`config.mk`:
```
export PLATFORM = sky130hd
export DESIGN_NAME = pwm_gen
export DESIGN_NICKNAME = d
export VERILOG_FILES = /design/src/rtl/pwm_pkg.sv /design/src/rtl/pwm_tick_gen.sv /design/src/rtl/pwm_gen.sv
export SDC_FILE = /design/constraint.sdc
export NUM_CORES = 1
export LEC_CHECK = 0
export ABC_AREA = 1
export CORE_MARGIN = 2
export CORE_UTILIZATION = 52
export CTS_CLUSTER_DIAMETER = 50
export DETAILED_ROUTE_END_ITERATION = 6
export GPL_ROUTABILITY_DRIVEN = 0
export PLACE_DENSITY = 0.75
export RECOVER_POWER = 100
export SYNTH_ARGS = -nofsm -noshare
export SYNTH_HDL_FRONTEND = slang
export SYNTH_SLANG_ARGS = --single-unit
```
`constraint.sdc`:
```
create_clock -name clock -period 1.6 [get_ports clock]
set_clock_uncertainty 0.15 [all_clocks]
set_input_delay 0.24 -clock clock [delete_from_list [all_inputs] [get_ports clock]]
set_output_delay 0.24 -clock clock [all_outputs]
set_load 0.02 [all_outputs]
```
`src/rtl/pwm_pkg.sv`:
```
// Shared constants and handshake state encoding
// for the motor PWM generator.
package pwm_pkg;

  localparam logic [7:0] PWM_NEUTRAL  = 8'd128;
  localparam logic [7:0] PWM_STEP_MAX = 8'd254;

  typedef enum logic [1:0] {
    HS_IDLE    = 2'd0,
    HS_PENDING = 2'd1,
    HS_DONE    = 2'd2
  } hs_state_e;

endpackage

```
`src/rtl/pwm_tick_gen.sv`:
```
// Prescaler: one tick every PRESCALE_MAX+1 enabled clocks,
// cleared and silent while disabled.
module pwm_tick_gen #(
  parameter logic [7:0] PRESCALE_MAX = 8'd49
) (
  input  logic clock,
  input  logic reset_n,
  input  logic enable_i,
  output logic tick_o
);

  logic [7:0] count_q;
  logic [7:0] count_d;

  always_comb begin
    tick_o  = enable_i && (count_q == PRESCALE_MAX);
    count_d = count_q;
    if (!enable_i || tick_o) begin
      count_d = '0;
    end else begin
      count_d = count_q + 8'd1;
    end
  end

  always_ff @(posedge clock or negedge reset_n) begin
    if (!reset_n) begin
      count_q <= '0;
    end else begin
      count_q <= count_d;
    end
  end

endmodule

```
`src/rtl/pwm_gen.sv`:
```
// 255-step motor PWM generator with a level request/acknowledge
// ratio update that only takes effect on period boundaries.
module pwm_gen
  import pwm_pkg::*;
#(
  parameter logic [7:0] PRESCALE_MAX = 8'd49
) (
  input  logic       clock,
  input  logic       reset_n,
  input  logic       pwm_enable,
  input  logic       pwm_update,
  input  logic [7:0] pwm_ratio,
  output logic       pwm_done,
  output logic       pwm_signal,
  output logic       period_start
);

  logic       tick;
  logic       boundary;
  logic [7:0] step_q;
  logic [7:0] step_d;
  logic [7:0] active_q;
  logic [7:0] active_d;
  logic [7:0] shadow_q;
  logic [7:0] shadow_d;
  logic       sig_q;
  logic       ps_q;
  hs_state_e  state_q;
  hs_state_e  state_d;

  pwm_tick_gen #(
    .PRESCALE_MAX(PRESCALE_MAX)
  ) u_tick (
    .clock   (clock),
    .reset_n (reset_n),
    .enable_i(pwm_enable),
    .tick_o  (tick)
  );

  assign boundary = tick && (step_q == PWM_STEP_MAX);

  always_comb begin
    step_d = step_q;
    if (!pwm_enable) begin
      step_d = '0;
    end else if (tick) begin
      step_d = boundary ? 8'd0 : step_q + 8'd1;
    end
  end

  // A capture in a boundary cycle lands in PENDING after that edge,
  // so it can only be applied at the following boundary.
  always_comb begin
    state_d  = state_q;
    active_d = active_q;
    shadow_d = shadow_q;
    unique case (state_q)
      HS_IDLE: begin
        if (pwm_update) begin
          shadow_d = pwm_ratio;
          state_d  = HS_PENDING;
        end
      end
      HS_PENDING: begin
        if (boundary || !pwm_enable) begin
          active_d = shadow_q;
          state_d  = HS_DONE;
        end
      end
      HS_DONE: begin
        if (!pwm_update) begin
          state_d = HS_IDLE;
        end
      end
      default: state_d = HS_IDLE;
    endcase
  end

  always_ff @(posedge clock or negedge reset_n) begin
    if (!reset_n) begin
      state_q  <= HS_IDLE;
      step_q   <= '0;
      active_q <= PWM_NEUTRAL;
      shadow_q <= PWM_NEUTRAL;
      sig_q    <= 1'b0;
      ps_q     <= 1'b0;
    end else begin
      state_q  <= state_d;
      step_q   <= step_d;
      active_q <= active_d;
      shadow_q <= shadow_d;
      sig_q    <= pwm_enable && (step_q < active_q);
      ps_q     <= boundary;
    end
  end

  assign pwm_done     = (state_q == HS_DONE);
  assign pwm_signal   = sig_q;
  assign period_start = ps_q;

endmodule

```
==> flow_metrics.tcl, run 1 <==
set metrics [dict create \
    outcome "complete, but fails checks" \
    violations "negative setup slack" \
    clkTransAtPathRegs_ns 0.11 \
    cts_root_buffer "clkbuf_4" \
    insertion_delay_ns 0.34 \
    final_nets 295 \
    cts_tree "done" \
    htreeDepth 2 \
    muxShareOfSynthArea_pct 4.77 \
    grt_util_met3_pct 3.87 \
    syn_area_per_cell_um2 8.51 \
    grt_max_degree 37 \
    met2_usage_pct 35.0 \
    vdd_drop_max_uv 784 \
    synth_flop_cell "dfrtp_1" \
    core_mm2 0.00342 \
    wirelength_um 3880 \
    synth_edf_count 0 \
    final_area_mm2 0.00249 \
    dp_worst_setup_slack_ns -0.162 \
    cts_sinks 36 \
    setup_viol 14 \
    fin_ws_ns -0.0640 \
    finalHoldViolCount 0 \
    fin_crit_sh_pct 104 \
    first_iter_violations 81 \
    async_reset_ff_share_pct 100 \
    synthCells 222 \
    viasPerCell 5.04 \
    slew_headroom_pct 41.4 \
    slew_violations 0 \
    io_pins 15 \
    synth.area.top_cells "dfrtp_1 45%, nand2_1 14%, ha_1 7.3%" \
    criticalPathCategory "register to register" \
    vias 1608 \
    dieArea_mm2 0.00413 \
    required_ns 1.69 \
    synth_top_family_by_area "simple AND/OR/NAND/NOR gates" \
    synth_top_cell_area_share_pct 45.0 \
    rr_startpoint "u_tick.count_q[1]" \
    start_util_pct 55.3 \
    fp-row-count 21 \
    place_area_mm2 0.00229 \
    grt_pass1_vias 1516 \
    syn_nets 245 \
    power.leakage_nw 1.30 \
    holdBufCountCts 0 \
    die_w_um 64.3 \
    min-delay-path-class "register to register" \
    route.detailed.drc 0 \
    die_y_um 64.3 \
    arrival_ns 1.76 \
    synth_compound_area_share_pct 4.70 \
    gr-usage-met1_pct 27.0 \
    min_period_ns 1.66 \
    crit_fanout 8 \
    cts_buffers 5 \
    top_usage_layer "met2" \
    grt_pass1_wl_um 6620 \
    worstSetupStartpointType "register" \
    area_growth_pct 31.9 \
    antenna_found_initial 0 \
    fin_hold_ws_ns 0.331 \
    worst_pin_slew_ns 0.879 \
    synth_seq_cells 36 \
    ys_seq_area_share_pct 47.8 \
    synth.distinct_cells 22 \
    syn_area_mm2 0.00189 \
    synth_top_cell_by_area "dfrtp_1" \
    clk_path_buf_depth 2 \
    maxCapViolCount 0 \
    avgRoutedWirePerCell_um 12.2 \
    hp-start "shadow_q[7]" \
    synth_fa_ha_area_share_pct 7.28 \
    path_cells "inv_1 > ha_2 > nand2_2 > nor2_2 > nand2_2 > o21ai_4 > nand2_2 > nand2_1 > nand2_1" \
    fmax_mhz 601 \
    worstSetupStartpoint "u_tick.count_q[1]" \
    cpMostUsedCell "nand2_2" \
    diodes 0 \
    cpMaxStageDelayCell "dfrtp_1" \
    rsz0062_at_grt "true" \
    p_per_area_mw_per_mm2 1090 \
    first_pass_iters 4 \
    grt.overflow.total 0 \
    synthXorXnorAreaFrac_pct 1.85 \
    synthSimpleGateAreaFrac_pct 28.5 \
    drive_above_1_share_pct 30.8 \
    hpwlAfterDp_um 2680 \
    grt_usage_pct 21.0 \
    endpoint_kind "register" \
    yosys_warnings 0 \
    ant_nets 0 \
    portBuffers 14 \
    critical_path.max_stage_delay_ns 0.40 \
]
critical path, delay by kind of cell, from the launching register on:
family          cells  cell delay, ns
compound gates      1            0.29
fa+ha+maj           1            0.17
buf+inv             1            0.06
flops               1            0.40
simple gates        6            0.49
per-stage QoR:
step / setup TNS [ns] / instances / power (W) / utilization (%)
final: -0.541 / 319 / 0.00272 / 73.0
after CTS: -0.499 / 314 / 0.00274 / 70.8
after global routing: -2.72 / 319 / 0.00292 / 73.0
after floorplan: 0 / 222 / 0.00178 / -
after detailed placement: -2.53 / 302 / 0.00206 / 67.0
after global placement: -2.23 / 302 / 0.00203 / 67.0
sequential cells by signal, indices dropped and copies added (netlist names):
signal          cells
step_q              8
state_q             2
u_tick.count_q      8
pwm_signal          1
active_q            8
period_start        1
shadow_q            8
path summary, 6_finish.rpt:
kind / to / slack [ns] / cells after the start
worst min register to register: active_q[7] / 0.33 / 2
min in group asynchronous: active_q[3] / 0.39 / 2
max in group asynchronous: shadow_q[0] / 0.37 / 2
worst max-delay path: active_q[1] / -0.06 / 9
worst min-delay path: active_q[7] / 0.33 / 2
worst max register to register: active_q[1] / -0.06 / 9
cells in the mapped netlist, drive strengths merged, types with 2 or more instances:
| master | n |
|---|---|
| nand2 | 73 |
| dfrtp | 34 |
| nor2 | 27 |
| inv | 23 |
| nand3 | 17 |
| ha | 11 |
| mux2 | 8 |
| o21ai | 8 |
| a21oi | 6 |
| nand4 | 3 |
| xor2 | 3 |
| buf | 2 |
| dfstp | 2 |
| nor3 | 2 |
kinds of logic after synthesis:
family          Yosys count
flops                    36
buf+inv                  25
mux                       8
fa+ha+maj                11
compound gates           15
xor+xnor                  4
simple gates            123
repair_timing:
item / CTS / global route
setup buffers: 3 / 4
setup endpoints to repair: 14 / 28
gates cloned: 1 / 1
gates resized for setup: 13 / 29
pin swaps: 4 / 8
cell usage in the layout, fill, tap and decap left out, drive strengths merged, types with 3 or more instances in the layout:
cell type / n
clkbuf: 9
nand3: 17
nand2: 74
buf: 27
ha: 11
clkdlybuf4s50: 10
nand4: 3
inv: 23
nor2: 27
a21oi: 6
mux2: 8
dfrtp: 34
xor2: 3
o21ai: 8
final cells by class:
type / instances / area [µm²]
clock buffer: 5 / 37.5
clock inverter: 3 / 42.5
fill: 263 / 923
inverter: 23 / 86.3
multi-input combinational: 162 / 1000
sequential: 36 / 903
tap: 46 / 57.6
timing repair buffer: 44 / 362
power breakdown:
part,internal (W),switching (W)
Combinational,0.000359,0.000411
Sequential,0.00116,0.000137
Clock,0.000326,0.000326
Total,0.00184,0.000874
routing by layer:
| metal | wire length [µm] | vias to the layer above |
|---|---|---|
| li1 | - | 816 |
| met2 | 1890 | 30 |
| met3 | 127 | 7 |
| met1 | 1790 | 755 |
| met4 | 61 | 0 |
| met5 | 0 | - |
(Power assumes the default switching activity.)
==> run 2, diff against run 1 <==
--- a/config.mk
+++ b/config.mk
@@ -7,11 +7,12 @@
 export LEC_CHECK = 0
 export ABC_AREA = 1
 export CORE_MARGIN = 2
-export CORE_UTILIZATION = 52
+export CORE_UTILIZATION = 54
+export CTS_BUF_LIST = sky130_fd_sc_hd__clkbuf_4 sky130_fd_sc_hd__clkbuf_8
 export CTS_CLUSTER_DIAMETER = 50
 export DETAILED_ROUTE_END_ITERATION = 6
 export GPL_ROUTABILITY_DRIVEN = 0
-export PLACE_DENSITY = 0.75
+export PLACE_DENSITY = 0.78
 export RECOVER_POWER = 100
 export SYNTH_ARGS = -nofsm -noshare
 export SYNTH_HDL_FRONTEND = slang
==> run 2 against run 1 <==
  * Fmax up 3.9%
  * Die area is 3.5% lower
  * Final cell count shrank 2.2%
  * Sequential power is essentially flat
  * Wire length decreased by 3.9%
  * Non-clock buffer count is 6 lower
  * Combinational power is essentially flat
  * Register-to-register slack improved by 0.06 ns
  * Total power up 11%
  * First-iteration DRC count shrank 17%
  * The flow still finishes with violations (negative setup slack)
  * Hold slack worse by 0.0045 ns
==> flow_metrics.tcl, run 2 (synthesis gave the netlist of run 1 again) <==
set metrics [dict create \
    setup-tns-final_ns -0.00134 \
    seqPwrFrac_pct 42.5 \
    fin_crit_sh_pct 100 \
    violations "negative setup slack" \
    fp-row-count 21 \
    whs_path_depth 2 \
    slew_violations 0 \
    min_period_ns 1.60 \
    grt_pass1_vias 1535 \
    cpMostUsedCell "nand2_4" \
    die_w_um 63.2 \
    critical_path.max_stage_delay_ns 0.41 \
    p_switching_w 0.000844 \
    start_util_pct 56.6 \
    p_per_area_mw_per_mm2 1200 \
    swShare_pct 28.0 \
    grt_usage_pct 21.3 \
    power.leakage_nw 1.31 \
    vdd_drop_max_uv 792 \
    hpwlAfterDp_um 2610 \
    io_pins 15 \
    worstRegToRegCells 9 \
    grt.overflow.total 0 \
    combPwrFrac_pct 25.6 \
    endpoint_kind "register" \
    fin_hold_ws_ns 0.326 \
    dieArea_mm2 0.00399 \
    criticalPathCategory "register to register" \
    slew_headroom_pct 40.8 \
    hold_end "active_q[7]" \
    cts_tree "done" \
    fmax_mhz 624 \
    cts_buffers 5 \
    required_ns 1.74 \
    rr_startpoint "step_q[0]" \
    first_pass_iters 4 \
    final_area_mm2 0.00250 \
    first_iter_violations 67 \
    fin_util_pct 74.9 \
    path_cells "inv_2 > ha_4 > nand2_4 > nor2_4 > nand2_4 > o21ai_4 > buf_6 > nand3_2 > nand2_1" \
    hp-start "shadow_q[7]" \
    dp_worst_setup_slack_ns -0.171 \
    holdBufCountCts 0 \
    worstSetupStartpointType "register" \
    final_nets 288 \
    grt_pass1_wl_um 6640 \
    place_area_mm2 0.00227 \
    insertion_delay_ns 0.35 \
    clkTransAtPathRegs_ns 0.13 \
    vias 1571 \
    cpMaxStageDelayCell "dfrtp_1" \
    worstSetupStartpoint "step_q[0]" \
    die_y_um 63.2 \
    arrival_ns 1.74 \
    layout_common_cells "64 x nand2_1, 34 x dfrtp_1, 22 x inv_1" \
    maxCapViolCount 0 \
    avgRoutedWirePerCell_um 11.9 \
    cp_num_buf_inv 2 \
    grt_max_degree 37 \
    worst_pin_slew_ns 0.888 \
    diodes 0 \
    route.detailed.drc 0 \
    area_growth_pct 32.3 \
    crit_fanout 6 \
    viasPerCell 5.04 \
    min-delay-path-class "register to register" \
    clock_power_share_pct 31.9 \
    crit_family "flip-flops" \
    finalHoldViolCount 0 \
    r2r-end "active_q[2]" \
    internal_power_w 0.00217 \
    core_mm2 0.00334 \
    cts_sinks 36 \
    antenna_found_initial 0 \
    setup_viol 1 \
    cts_root_buffer "clkbuf_4" \
    drive_above_1_share_pct 25.9 \
    final_common_cell "nand2_1" \
    portBuffers 14 \
    rsz0062_at_grt "true" \
    outcome "complete, but fails checks" \
    htreeDepth 2 \
    ant_nets 0 \
    wirelength_um 3730 \
    fin_ws_ns -0.00134 \
    clk_path_buf_depth 2 \
    reg2reg_setup_slack_ns -0.001 \
]
==> run 2: cell types whose count changed in the layout (fill, tap and decap cells not counted), moves of 2 or more <==
cell       change
inv_2          -2
inv_1          +2
nor2_1         -2
nor2_4         +2
buf_4          -5
bufinv_16      +2
nand2_2        -8
nand2_1        +6
==> run 2: tightest hold or removal path, cell delays in order (launching register included) <==
cell and delay, ns:
dfstp_2 0.39, nand3_1 0.07, nand2_1 0.05
==> run 2: worst max-delay path by stage <==
stage | endpoint | slack (ns) | depth (start not counted)
4_1_cts | active_q[4] | -0.02 | 9
2_1_floorplan | active_q[0] | 0.02 | 9
3_3_place_gp | step_q[6] | -0.13 | 8
6_report | active_q[2] | -0.001 | 9
5_1_grt | active_q[6] | -0.12 | 9
3_5_place_dp | step_q[5] | -0.17 | 8
==> run 2: repair_timing <==
item,in CTS,in global routing
pin swaps,6,8
resized for setup,18,24
endpoints found under the hold margin,0,0
cloned,1,0
endpoints found under the setup margin,23,25
buffers inserted,1,2
==> run 2: power by group through the flow <==
stage | logic [W] | clock network (W) | registers, W
after floorplan | 0.000511 | 0 | 0.00127
after global placement | 0.000738 | 0 | 0.00129
after detailed placement | 0.000773 | 0 | 0.00129
after CTS | 0.000781 | 0.000977 | 0.00128
after global routing | 0.000898 | 0.00102 | 0.00131
final | 0.000771 | 0.000961 | 0.00128
==> run 2: routing by layer <==
metal | track usage, % | part of all wire [%] | vias to the layer above
met5 | 0 | 0 | -
met4 | 6.67 | 1.3 | 0
met3 | 4.82 | 3.1 | 5
met2 | 36.3 | 51 | 27
met1 | 26.9 | 44 | 740
li1 | - | - | 799
==> run 2: layout make-up <==
class | instances | area (µm²)
Clock buffer | 5 | 37.5
Clock inverter | 3 | 90.1
Fill cell | 259 | 837
Inverter | 23 | 86.3
Multi-Input combinational cell | 161 | 998
Sequential cell | 36 | 903
Tap cell | 46 | 57.6
Timing Repair Buffer | 38 | 327
==> run 2: stage by stage <==
stage | total power, W | std cells
floorplan | 0.00178 | 222
global placement | 0.00202 | 300
detailed placement | 0.00207 | 300
CTS | 0.00303 | 310
global route | 0.00322 | 312
finish | 0.00301 | 312
==> run 3, diff against run 2 <==
--- a/config.mk
+++ b/config.mk
@@ -7,13 +7,12 @@
 export LEC_CHECK = 0
 export ABC_AREA = 1
 export CORE_MARGIN = 2
-export CORE_UTILIZATION = 54
-export CTS_BUF_LIST = sky130_fd_sc_hd__clkbuf_4 sky130_fd_sc_hd__clkbuf_8
+export CORE_UTILIZATION = 52
+export CTS_BUF_LIST = sky130_fd_sc_hd__clkbuf_8 sky130_fd_sc_hd__clkbuf_16
 export CTS_CLUSTER_DIAMETER = 50
 export DETAILED_ROUTE_END_ITERATION = 6
 export GPL_ROUTABILITY_DRIVEN = 0
-export PLACE_DENSITY = 0.78
-export RECOVER_POWER = 100
+export PLACE_DENSITY = 0.75
 export SYNTH_ARGS = -nofsm -noshare
 export SYNTH_HDL_FRONTEND = slang
 export SYNTH_SLANG_ARGS = --single-unit
==> run 3 against run 2 <==
  * The run still ends with negative setup slack left
  * Non-clock buffer count rose by 5
  * Largest power group unchanged
  * Critical path type unchanged
  * Hold slack lost 0.15 ns
  * Register-to-register slack got worse by 0.07 ns
==> flow_metrics.tcl, run 3 (synthesis gave the netlist of run 1 again) <==
set metrics [dict create \
    outcome "complete, but fails checks" \
    violations "negative setup slack" \
    grt_pass1_vias 1496 \
    cts_root_buffer "clkbuf_8" \
    fp-row-count 21 \
    viasPerCell 5.16 \
    htreeDepth 2 \
    worstSetupStartpointType "register" \
    min-delay-path-class "input pin to async pin" \
    antenna_found_initial 0 \
    internal_power_w 0.00201 \
    final_area_mm2 0.00254 \
    clkTransAtPathRegs_ns 0.08 \
    start_util_pct 55.3 \
    fin_crit_sh_pct 105 \
    portBuffers 14 \
    slew_headroom_pct 69.8 \
    place_area_mm2 0.00229 \
    combPwrFrac_pct 27.4 \
    arrival_ns 1.76 \
    maxCapViolCount 0 \
    ant_nets 0 \
    p_total_w 0.00291 \
    hpwlAfterDp_um 2680 \
    diodes 0 \
    p_per_area_mw_per_mm2 1150 \
    crit_fanout 7 \
    path_cells "inv_1 > ha_2 > nand2_2 > nor2_2 > nand2_2 > o21ai_4 > buf_4 > nand3_1 > nand2_1" \
    cts_sinks 36 \
    fin_util_pct 74.3 \
    final_common_cell "nand2_1" \
    p_switching_w 0.000904 \
    min_period_ns 1.67 \
    first_pass_iters 4 \
    holdBufCountCts 0 \
    clk_path_buf_depth 2 \
    io_pins 15 \
    slew_violations 0 \
    cpMaxStageDelayCell "dfrtp_1" \
    fin_ws_ns -0.0723 \
    drive_above_1_share_pct 28.3 \
    grt_max_degree 37 \
    cp_num_buf_inv 2 \
    final_nets 294 \
    grt_usage_pct 21.3 \
    power.leakage_nw 1.33 \
    cts_buffers 5 \
    vias 1640 \
    worst_pin_slew_ns 0.452 \
    cts_tree "done" \
    avgRoutedWirePerCell_um 12.6 \
    finalHoldViolCount 0 \
    first_iter_violations 79 \
    required_ns 1.68 \
    die_y_um 64.3 \
    setup-tns-final_ns -0.472 \
    wirelength_um 4010 \
    rsz0062_at_grt "true" \
    critical_path.max_stage_delay_ns 0.39 \
    seqPwrFrac_pct 44.8 \
    dieArea_mm2 0.00413 \
    route.detailed.drc 0 \
    crit_family "flip-flops" \
    cpMostUsedCell "nand2_2" \
    layout_common_cells "62 x nand2_1, 34 x dfrtp_1, 23 x buf_4" \
    fmax_mhz 598 \
    clock_power_share_pct 27.8 \
    endpoint_kind "register" \
    setup_viol 12 \
    vdd_drop_max_uv 757 \
    core_mm2 0.00342 \
    grt.overflow.total 0 \
    criticalPathCategory "register to register" \
    grt_pass1_wl_um 6620 \
    area_growth_pct 34.3 \
    insertion_delay_ns 0.29 \
    die_w_um 64.3 \
    swShare_pct 31.1 \
    dp_worst_setup_slack_ns -0.162 \
]
-- run 3: cell types whose count changed in the layout (fill, tap and decap cells not counted), moves of 3 or more --
cell and change:
clkbuf_8 +5, o21ai_0 +3, nand2_2 +4, clkbuf_4 -6
buf_4 +5, o21ai_1 -4
-- run 3: per-stage QoR --
| step | cells | hold slack [ns] |
|---|---|---|
| final | 318 | 0.171 |
| after floorplan | 222 | -0.206 |
| after global routing | 318 | 0.177 |
| after detailed placement | 302 | 0.310 |
| after CTS | 311 | 0.180 |
| after global placement | 302 | 0.310 |
-- run 3: layer usage --
layer	share of wire [%]	global-route usage, %	vias up
met5	0	0	-
met4	3.2	9.04	0
met3	3.2	5.99	11
met2	49	34.0	30
met1	45	27.0	787
li1	-	-	812
-- run 3: power groups by stage --
stage          Sequential (W)  Clock, W  Combinational, W
2_1_floorplan         0.00127         0          0.000511
3_3_place_gp          0.00131         0          0.000726
3_5_place_dp          0.00130         0          0.000755
4_1_cts               0.00129  0.000822          0.000753
5_1_grt               0.00133  0.000878          0.000917
6_report              0.00130  0.000809          0.000799
-- run 3: worst paths after layout --
path	from	to	slack [ns]	cells past startpoint
min reg2reg	active_q[7]	active_q[7]	0.33	2
max in group asynchronous	reset_n	active_q[7]	0.88	2
max reg2reg	u_tick.count_q[1]	active_q[2]	-0.07	9
min	reset_n	active_q[3]	0.17	2
max	u_tick.count_q[1]	active_q[2]	-0.07	9
min in group clock	active_q[7]	active_q[7]	0.33	2
-- run 3: final cells by class --
cell class | count | area (µm²)
inverters | 23 | 86.3
repair buffers | 43 | 388
clock inverters | 3 | 42.5
clock buffers | 5 | 68.8
fillers | 253 | 878
flip-flops and latches | 36 | 903
well taps | 46 | 57.6
multi-input cells | 162 | 991
-- run 3: timing repair --
action,in CTS,in global routing
cloned,0,2
setup endpoints to repair,13,25
pin swaps,4,6
buffers inserted,1,5
gates resized for setup,9,23
